### src/rtl/rat_return_stack.sv
// Return-address stack for the RAT CPU.
// Captures PC_COUNT (+1 for CALL, unmodified for interrupt entry) and
// presents the top entry combinationally so the PC can load it on the
// same edge that the entry is popped.
module rat_return_stack #(
    parameter int DEPTH = 16,
    parameter int AW    = 10
) (
    input  logic                         CLK,
    input  logic                         RST,
    input  logic [AW-1:0]                PC_COUNT,
    input  logic                         CALL_PUSH,
    input  logic                         INT_PUSH,
    input  logic                         POP,
    input  logic                         CLR_ERR,
    output logic [AW-1:0]                RET_ADDR,
    output logic                         EMPTY,
    output logic                         FULL,
    output logic                         OVF,
    output logic                         UNF,
    output logic [$clog2(DEPTH+1)-1:0]   LEVEL
);

    localparam int LW = $clog2(DEPTH + 1);
    localparam int IW = $clog2(DEPTH);
    localparam logic [LW-1:0] DEPTH_L = LW'(DEPTH);
    localparam logic [LW-1:0] ONE_L   = LW'(1);

    // Entry storage; deliberately not reset, only LEVEL defines validity.
    logic [AW-1:0] mem_q [DEPTH];

    logic [LW-1:0] level_q, level_d;
    logic          ovf_q, ovf_d;
    logic          unf_q, unf_d;

    logic          push;
    logic [AW-1:0] push_val;
    logic          empty;
    logic          full;
    logic [IW-1:0] top_idx;
    logic          wr_en;
    logic [IW-1:0] wr_idx;

    assign empty   = (level_q == '0);
    assign full    = (level_q == DEPTH_L);
    // Only meaningful when not empty; LEVEL-1 always fits the entry index.
    assign top_idx = IW'(level_q - ONE_L);

    // Interrupt entry wins over CALL: the interrupted instruction must re-run,
    // whereas CALL returns to the instruction after itself (wraps at 2^AW).
    assign push     = CALL_PUSH | INT_PUSH;
    assign push_val = INT_PUSH ? PC_COUNT : (PC_COUNT + AW'(1));

    // Next-state decode for level, sticky error flags and the entry write.
    always_comb begin
        level_d = level_q;
        ovf_d   = ovf_q & ~CLR_ERR;
        unf_d   = unf_q & ~CLR_ERR;
        wr_en   = 1'b0;
        wr_idx  = '0;
        if (push && POP) begin
            // Pop-then-push: the top is replaced, never an overflow.
            wr_en = 1'b1;
            if (empty) begin
                wr_idx  = '0;
                level_d = ONE_L;
                unf_d   = 1'b1;
            end else begin
                wr_idx  = top_idx;
            end
        end else if (push) begin
            if (full) begin
                ovf_d = 1'b1;
            end else begin
                wr_en   = 1'b1;
                wr_idx  = IW'(level_q);
                level_d = level_q + ONE_L;
            end
        end else if (POP) begin
            if (empty) begin
                unf_d = 1'b1;
            end else begin
                level_d = level_q - ONE_L;
            end
        end
    end

    // Level counter and sticky flags; cleared immediately on RST.
    always_ff @(posedge CLK or posedge RST) begin
        if (RST) begin
            level_q <= '0;
            ovf_q   <= 1'b0;
            unf_q   <= 1'b0;
        end else begin
            level_q <= level_d;
            ovf_q   <= ovf_d;
            unf_q   <= unf_d;
        end
    end

    // Entry write port.
    always_ff @(posedge CLK) begin
        if (wr_en) begin
            mem_q[wr_idx] <= push_val;
        end
    end

    // Zero-latency top-of-stack read for the PC DIN mux.
    assign RET_ADDR = empty ? '0 : mem_q[top_idx];
    assign EMPTY    = empty;
    assign FULL     = full;
    assign OVF      = ovf_q;
    assign UNF      = unf_q;
    assign LEVEL    = level_q;

endmodule

### config.mk
export PLATFORM = sky130hd
export DESIGN_NAME = rat_return_stack
export DESIGN_NICKNAME = d
export VERILOG_FILES = /design/src/rtl/rat_return_stack.sv
export SDC_FILE = /design/constraint.sdc
export NUM_CORES = 1
export LEC_CHECK = 0
export ABC_AREA = 0
export CAP_MARGIN = 0
export CORE_MARGIN = 2
export CORE_UTILIZATION = 64
export CTS_CLUSTER_DIAMETER = 50
export DETAILED_ROUTE_END_ITERATION = 10
export GPL_ROUTABILITY_DRIVEN = 1
export PLACE_DENSITY = 0.95
export SLEW_MARGIN = 10
export SYNTH_ARGS = -nofsm -noshare
export SYNTH_HDL_FRONTEND = slang
export SYNTH_SLANG_ARGS = --single-unit
### constraint.sdc
create_clock -name CLK -period 7.52 [get_ports CLK]
set_input_delay 1.128 -clock CLK [delete_from_list [all_inputs] [get_ports CLK]]
set_output_delay 1.128 -clock CLK [all_outputs]
set_load 0.1 [all_outputs]
* Yosys cells after proc, flatten, opt, wreduce, memory -nomap -nowiden
Memories as Yosys holds them, arrays and structs flattened.
Cells that the tools add are included.
** Word-level totals
- Flip-flop bits (word level) :: 7
- RAM bits :: 160
- Input port bits :: 16
- Output and inout port bits :: 19
- Logic and storage cells :: 43
- Memories :: 1
** Memories
- mem_q :: depth 16, width 10, rd ports 1, clocked after Yosys merged registers in 0, wr ports 1, RTL line 30 : logic [AW-1:0] mem_q [DEPTH];
** Cells by class
- $add $sub $neg :: 3
- Eq/ne operators :: 4
- Mux-type cells :: 24
- Bitwise operators :: 4
- Reduce and logical (&&, ||, !) cells :: 4
** Operator list (number)
- $mux 5 :: 6
- $mux 10 :: 2
- $mux 4 :: 4
- $mux 1 :: 12
- $add 10x1->10 const B :: 1
- $ne 3x2->1 const B :: 2
- $add 5x1->5 const B :: 1
- $eq 5x5->1 const B :: 1
- $logic_not 5->1 :: 1
- $sub 5x1->5 const B :: 1
- $reduce_and 4->1 :: 1
- $reduce_bool 3->1 :: 1
- $and 1x1->1 :: 2
- $ne 2x2->1 const B :: 1
- $logic_and 1x1->1 :: 1
- $not 1->1 :: 1
- $or 1x1->1 :: 1

* Logic depth before layout (Yosys ltp)
Gate-level depths: netlist of the first run.
- Depth after elaboration :: 6
- Gate-level depth with buffers :: 10
- Gate-level depth less buffers :: 7

* Worst setup path before layout of the first run
Ideal clock, no wire load.
- Kind :: register to output
- Start :: reg level_q[0] (netlist: LEVEL[0])
- End :: out RET_ADDR[0]
- Arrival time :: 3.494 ns
- Data required time :: 6.392 ns
- Slack :: 2.898 ns
- Cell stages (with the launch flop) :: 11
- Path buffers :: 4
- Path through :: dfrtp_1 -> buf_2 -> inv_2 -> buf_6 -> ha_1 -> buf_6 -> inv_4 -> buf_6 -> mux4_1 -> mux2_2 -> a22o_1
** Between the ends
- Longest elaborated chain between the ends :: 3
- Elaborated cells between the ends (all ways) :: 4
- Classes of those cells :: add/sub (1); mux (1); reduce/logical (1); memory (1)
** RTL lines
- from (decl) :: RTL line 32 : logic [LW-1:0] level_q, level_d;
- from (signal assigned) :: RTL line 95 : level_q <= level_d;
- $sub 5x1->5
- $mem_v2 16x10
- $mux 10 (*) :: RTL line 109 : assign RET_ADDR = empty ? '0 : mem_q[top_idx];
- to (decl) :: RTL line 16 : output logic [AW-1:0] RET_ADDR,
Mark *: on every way between the ends. The rest lies on a longest branch, timed or not.

* Worst setup path in the final report of the first run
- Start :: reg level_q[1] (netlist: LEVEL[1])
- End :: out RET_ADDR[1]
The elaborated chain is that of the path after synthesis.

==> out/metrics.csv, run 1 <==
metric,value,unit
status,finished clean,
min Tclk post-route,5.36,ns
fin util,74.6,%
clock transition at the registers of the reported paths,0.06,ns
CTS H-tree lvls,4,
Setup CP Type,flip-flop to output port,
Final Max Slew Viols,0,
Post-synth EDFFs,160,
IO buf count,34,
cells after synthesis,396,
Root Driver,clkbuf_16,
metal3 WL,1.48,mm
CP peak stage delay,0.98,ns
die width,111,um
Remaining DRCs,0,
crit-path cells,"inv_1, ha_1, buf_4, inv_4, mux4_1, mux2_2, a22o_1, clkdlybuf4s50_1",
top post-synthesis cells by area,"edfxtp_1 66%, mux4_1 8.6%, mux4_2 4.9%, mux2_2 3.2%, dfrtp_1 2.4%",
hold depth,2,
first-pass GRT wire length,24.6,mm
register area share after synthesis,68.1,%
CTS Hold Bufs,0,
Max clock buf depth,2,
layout net count,458,
Yosys reg bits,167,
initial antenna violation count,0,
Sink Count,167,
top-count cell post-synth,edfxtp_1,
max layer used,met4,
FF-to-FF setup slack,4.02,ns
Worst R2R Path Depth,7,
Synth top area share,65.7,%
synthesized area per cell,18.5,sq um
leading area contributor after synthesis,edfxtp_1,
num ports,35,
GP Congestion,0.876,
drt first-iter violations,659,
vias in the first global route,4220,
prevailing post-synth register cell,edfxtp_1,
Synth top cells by count,"160 x edfxtp_1, 24 x mux4_1, 21 x mux2_2",
Worst Min Path Start,OVF,
"Net Count, Synth",416,
Slew @ Worst Pin,1.22,ns
"Clk Latency, worst-skew pair",0.42,ns
met1 wire length,5.82,mm
WL/cell,26.8,um
share of cells above drive strength 1,20.8,%
drt pass-1 iters,5,
worst path buffer plus inverter count,4,
row count,39,
ys async rst share,4.19,%
vias per inst,6.97,
RSZ-0062 raised after global routing,false,
vias,4143,
gr usage total,27.5,%
MaxCap Viol Count,0,
CORE AREA,11300,sq um
Synth cell types,61,
die span in y,111,um
CP max-delay cell,clkdlybuf4s50_1,
die area,12300,sq um
Num CTS Buffers,17,
CTS resizes,0,
initial core utilization,64.8,%
setup_tns,0,ns
Area Growth Syn to Fin,15.1,%
Fin. Hold Viols,0,
TritonCTS clock tree,built,
mapped cell area,7310,sq um
Total Wirelength,15.9,mm
Setup crit end kind,output port,
Synth Warn #,0,
crit-path leading delay family,buffers and inverters,
Hold Crit Class,flip-flop to flip-flop,
CP arrival,4.23,ns
hpwl dp,9.45,mm
met2 routed WL,7.93,mm
Critical Path Start,LEVEL[1],
final setup fails,0,
Max transition margin,18.2,%
Worst R2R End,mem_q[4][1],
largest net degree at the start of global routing,33,
Post-CTS Setup Bufs,0,
Worst Setup Start Kind,flip-flop,
Critical Path RT,6.39,ns
Hold EP,OVF,
Final Cycle Share,71.3,%
total grt overflow,0,
Antenna diodes,0,
launching point of the worst reg2reg path,LEVEL[0],
CP Max Fanout,25,
clock skew,0.00929,ns
Fmax,187,MHz
Post-DRT Antenna Nets,0,
kinds of logic (layout without fill, tap and decap cells):
family / count (synthesis) / after routing / share of synthesized area [%]
flops: 167 / 167 / 68.1
mux: 64 / 64 / 17.2
compound gates: 58 / 58 / 5.79
simple gates: 57 / 57 / 4.23
buf+inv: 34 / 89 / 2.50
xor+xnor: 12 / 12 / 1.44
fa+ha+maj: 4 / 4 / 0.685
worst register-to-register path, stage by stage (launching register included):
cell	delay (ns)
dfrtp_1	0.40
inv_2	0.30
ha_1	0.42
xor2_2	0.16
buf_4	0.41
a32oi_1	0.17
a211o_1	0.37
nor2_1	0.87
stage by stage:
step | instances | instance area, sq um | setup slack [ns] | hold WS (ns)
2_1_floorplan | 396 | 7310 | 2.90 | 0.931
3_3_place_gp | 562 | 7790 | 2.79 | 0.520
3_5_place_dp | 562 | 7790 | 2.72 | 0.556
4_1_cts | 594 | 8380 | 2.20 | 0.566
5_1_grt | 594 | 8410 | 2.10 | 0.579
6_report | 594 | 8410 | 2.16 | 0.553
state kept, by name (all words and copies together), names as in the netlist:
signal,count
mem_q,160
UNF,1
LEVEL,5
OVF,1
routing by layer:
layer  vias to the layer above  track usage [%]
met5                         -                0
met4                         0             14.9
met3                        63             5.74
met2                       319             44.3
met1                      2029             35.7
li1                       1732                -
final cells by class:
class	instances	area, sq um
clock buffer	18	429
clock inverter	14	164
fill	596	2860
inverter	10	40.0
multi-input combinational	195	2180
sequential	167	4980
tap	143	179
timing repair buffer	47	438
cell usage in the layout (no fill, tap or decap), drive strengths merged, types with 2 or more instances in the layout:
cell	n
clkdlybuf4s50	34
xnor2	8
clkinvlp	2
buf	13
xor2	4
nor3	12
nand3	9
mux2	22
mux2i	2
a21oi	7
mux4	40
bufinv	2
a31oi	3
nand2b	4
nand2	7
clkinv	5
a211oi	3
nand4b	2
clkbuf	18
nor2	12
edfxtp	160
a22o	10
o22ai	4
o21a	2
ha	4
o211ai	2
inv	15
o21ai	11
dfrtp	7
worst max path at each step:
stage | to | slack, ns | depth (start not counted)
after global placement | RET_ADDR[1] | 2.79 | 8
after floorplan | RET_ADDR[0] | 2.90 | 10
after global routing | RET_ADDR[1] | 2.10 | 8
after detailed placement | RET_ADDR[6] | 2.72 | 8
after CTS | RET_ADDR[1] | 2.20 | 8
final | RET_ADDR[1] | 2.16 | 8
Power of run 1 is not shown: default switching activity piles up to over one toggle a cycle in this logic, so the estimate is an artifact.
==> run 2, diff against run 1 <==
--- a/config.mk
+++ b/config.mk
@@ -8,11 +8,11 @@
 export ABC_AREA = 0
 export CAP_MARGIN = 0
 export CORE_MARGIN = 2
-export CORE_UTILIZATION = 64
+export CORE_UTILIZATION = 60
 export CTS_CLUSTER_DIAMETER = 50
 export DETAILED_ROUTE_END_ITERATION = 10
 export GPL_ROUTABILITY_DRIVEN = 1
-export PLACE_DENSITY = 0.95
+export PLACE_DENSITY = 0.91
 export SLEW_MARGIN = 10
 export SYNTH_ARGS = -nofsm -noshare
 export SYNTH_HDL_FRONTEND = slang
==> constraint.sdc (replaced) <==
create_clock -name CLK -period 5.1 [get_ports CLK]
set_input_delay 0.765 -clock CLK [delete_from_list [all_inputs] [get_ports CLK]]
set_output_delay 0.765 -clock CLK [all_outputs]
set_load 0.1 [all_outputs]
==> run 2 against run 1 <==
Effect of this change:
- core utilization decreased by 3.1 points
- worst setup slack got worse by 1.0 ns
- first-iteration DRC count increased by 12%
- critical path depth decreased by 1
- sequential share of layout area decreased by 1.0 points
- global-route usage decreased by 0.84 points
- design area increased by 1.7%
- clock-buffer cell count decreased by 1
- clock skew about the same
- cell count increased by 1.7%
- sequential cell count unchanged
- non-clock buffer count increased by 6
- highest routed layer unchanged
==> out/metrics.csv, run 2 (synthesis gave the netlist of run 1 again) <==
metric,value,unit
vias,4203,
gr usage total,26.7,%
"Clk Latency, worst-skew pair",0.43,ns
crit-path cells,"inv_1, ha_1, inv_4, mux4_1, mux2_2, a22o_1, buf_12",
share of cells above drive strength 1,24.5,%
IO buf count,34,
Critical Path RT,4.34,ns
CP peak stage delay,0.62,ns
largest net degree at the start of global routing,32,
Total Wirelength,16.4,mm
Fmax,252,MHz
die span in y,114,um
Post-DRT Antenna Nets,0,
"most common cell after layout, fill and taps aside",edfxtp_1,
launching point of the worst reg2reg path,LEVEL[0],
layout net count,464,
Area Growth Syn to Fin,17.1,%
vias per inst,6.96,
Max transition margin,14.4,%
GP Congestion,0.971,
setup ws final,1.13,ns
Biggest register,mem_q,
CTS resizes,0,
Max clock buf depth,2,
Sink Count,167,
Root Driver,clkbuf_16,
first-pass GRT wire length,24.7,mm
die width,114,um
fin util,71.5,%
CP arrival,3.21,ns
status,finished clean,
vias in the first global route,4113,
CP max-delay cell,mux4_1,
post-place setup slack,1.55,ns
Antenna diodes,0,
Post-CTS Setup Bufs,0,
drt first-iter violations,741,
min Tclk post-route,3.97,ns
clock transition at the registers of the reported paths,0.07,ns
crit-path leading delay family,multiplexers,
Setup CP Type,flip-flop to output port,
Final Max Slew Viols,0,
final setup fails,0,
max reg flops,160,
die area,13100,sq um
RSZ-0062 raised after global routing,false,
Slew @ Worst Pin,1.28,ns
total grt overflow,0,
CTS H-tree lvls,4,
CP Max Fanout,20,
num ports,35,
Worst Setup Start Kind,flip-flop,
most frequent cells in the layout,"160 x edfxtp_1, 24 x mux4_1, 23 x clkdlybuf4s50_1",
Final Cycle Share,77.9,%
Hold Crit Class,input pin to async pin,
WL/cell,27.2,um
FF-to-FF setup slack,1.58,ns
MaxCap Viol Count,0,
worst path buffer plus inverter count,3,
Worst R2R End,mem_q[12][2],
CTS Hold Bufs,0,
Setup crit end kind,output port,
initial antenna violation count,0,
Num CTS Buffers,17,
clock skew,0.00938,ns
row count,40,
Remaining DRCs,0,
initial core utilization,61.1,%
CORE AREA,12000,sq um
drt pass-1 iters,6,
Fin. Hold Viols,0,
TritonCTS clock tree,built,
hpwl dp,9.74,mm
setup_tns,0,ns
Worst R2R Path Depth,7,
## run 2: cell types whose count changed in the layout (fill, tap and decap cells not counted), sizes merged
cell,before,now
clkinv,5,8
clkbuf,18,17
clkinvlp,2,0
inv,15,17
clkdlybuf4s50,34,23
bufinv,2,0
buf,13,30
## run 2: layout make-up
cell class / count / area [sq um]
fill: 668 / 3400
multi-input combinational: 195 / 2190
inverter: 10 / 40.0
clock buffer: 17 / 425
sequential: 167 / 4980
clock inverter: 15 / 156
timing repair buffer: 53 / 581
tap: 147 / 184
## run 2: through the flow
step	instance area [sq um]	hold slack [ns]	cells
after floorplan	7310	0.568	396
after global placement	7940	0.546	572
after detailed placement	7940	0.562	572
after CTS	8520	0.564	604
after global routing	8560	0.598	604
final	8560	0.564	604
## run 2: worst max-delay path by stage
| stage | cells past startpoint | endpoint | slack (ns) | from |
|---|---|---|---|---|
| 2_1_floorplan | 10 | RET_ADDR[0] | 0.84 | LEVEL[0] |
| 3_3_place_gp | 4 | mem_q[13][9] | 1.66 | INT_PUSH |
| 3_5_place_dp | 4 | mem_q[13][9] | 1.55 | INT_PUSH |
| 4_1_cts | 7 | RET_ADDR[4] | 1.15 | LEVEL[1] |
| 5_1_grt | 7 | RET_ADDR[4] | 0.99 | LEVEL[1] |
| 6_report | 7 | RET_ADDR[4] | 1.13 | LEVEL[1] |
## run 2: per-layer routing
layer	vias to the layer above	GRT usage, %	wire, um
li1	1744	-	-
met1	2073	34.2	5830
met2	331	44.1	8370
met3	55	6.46	1580
met4	0	11.5	634
met5	-	0	0
Power of run 2 is left out for the same reason.
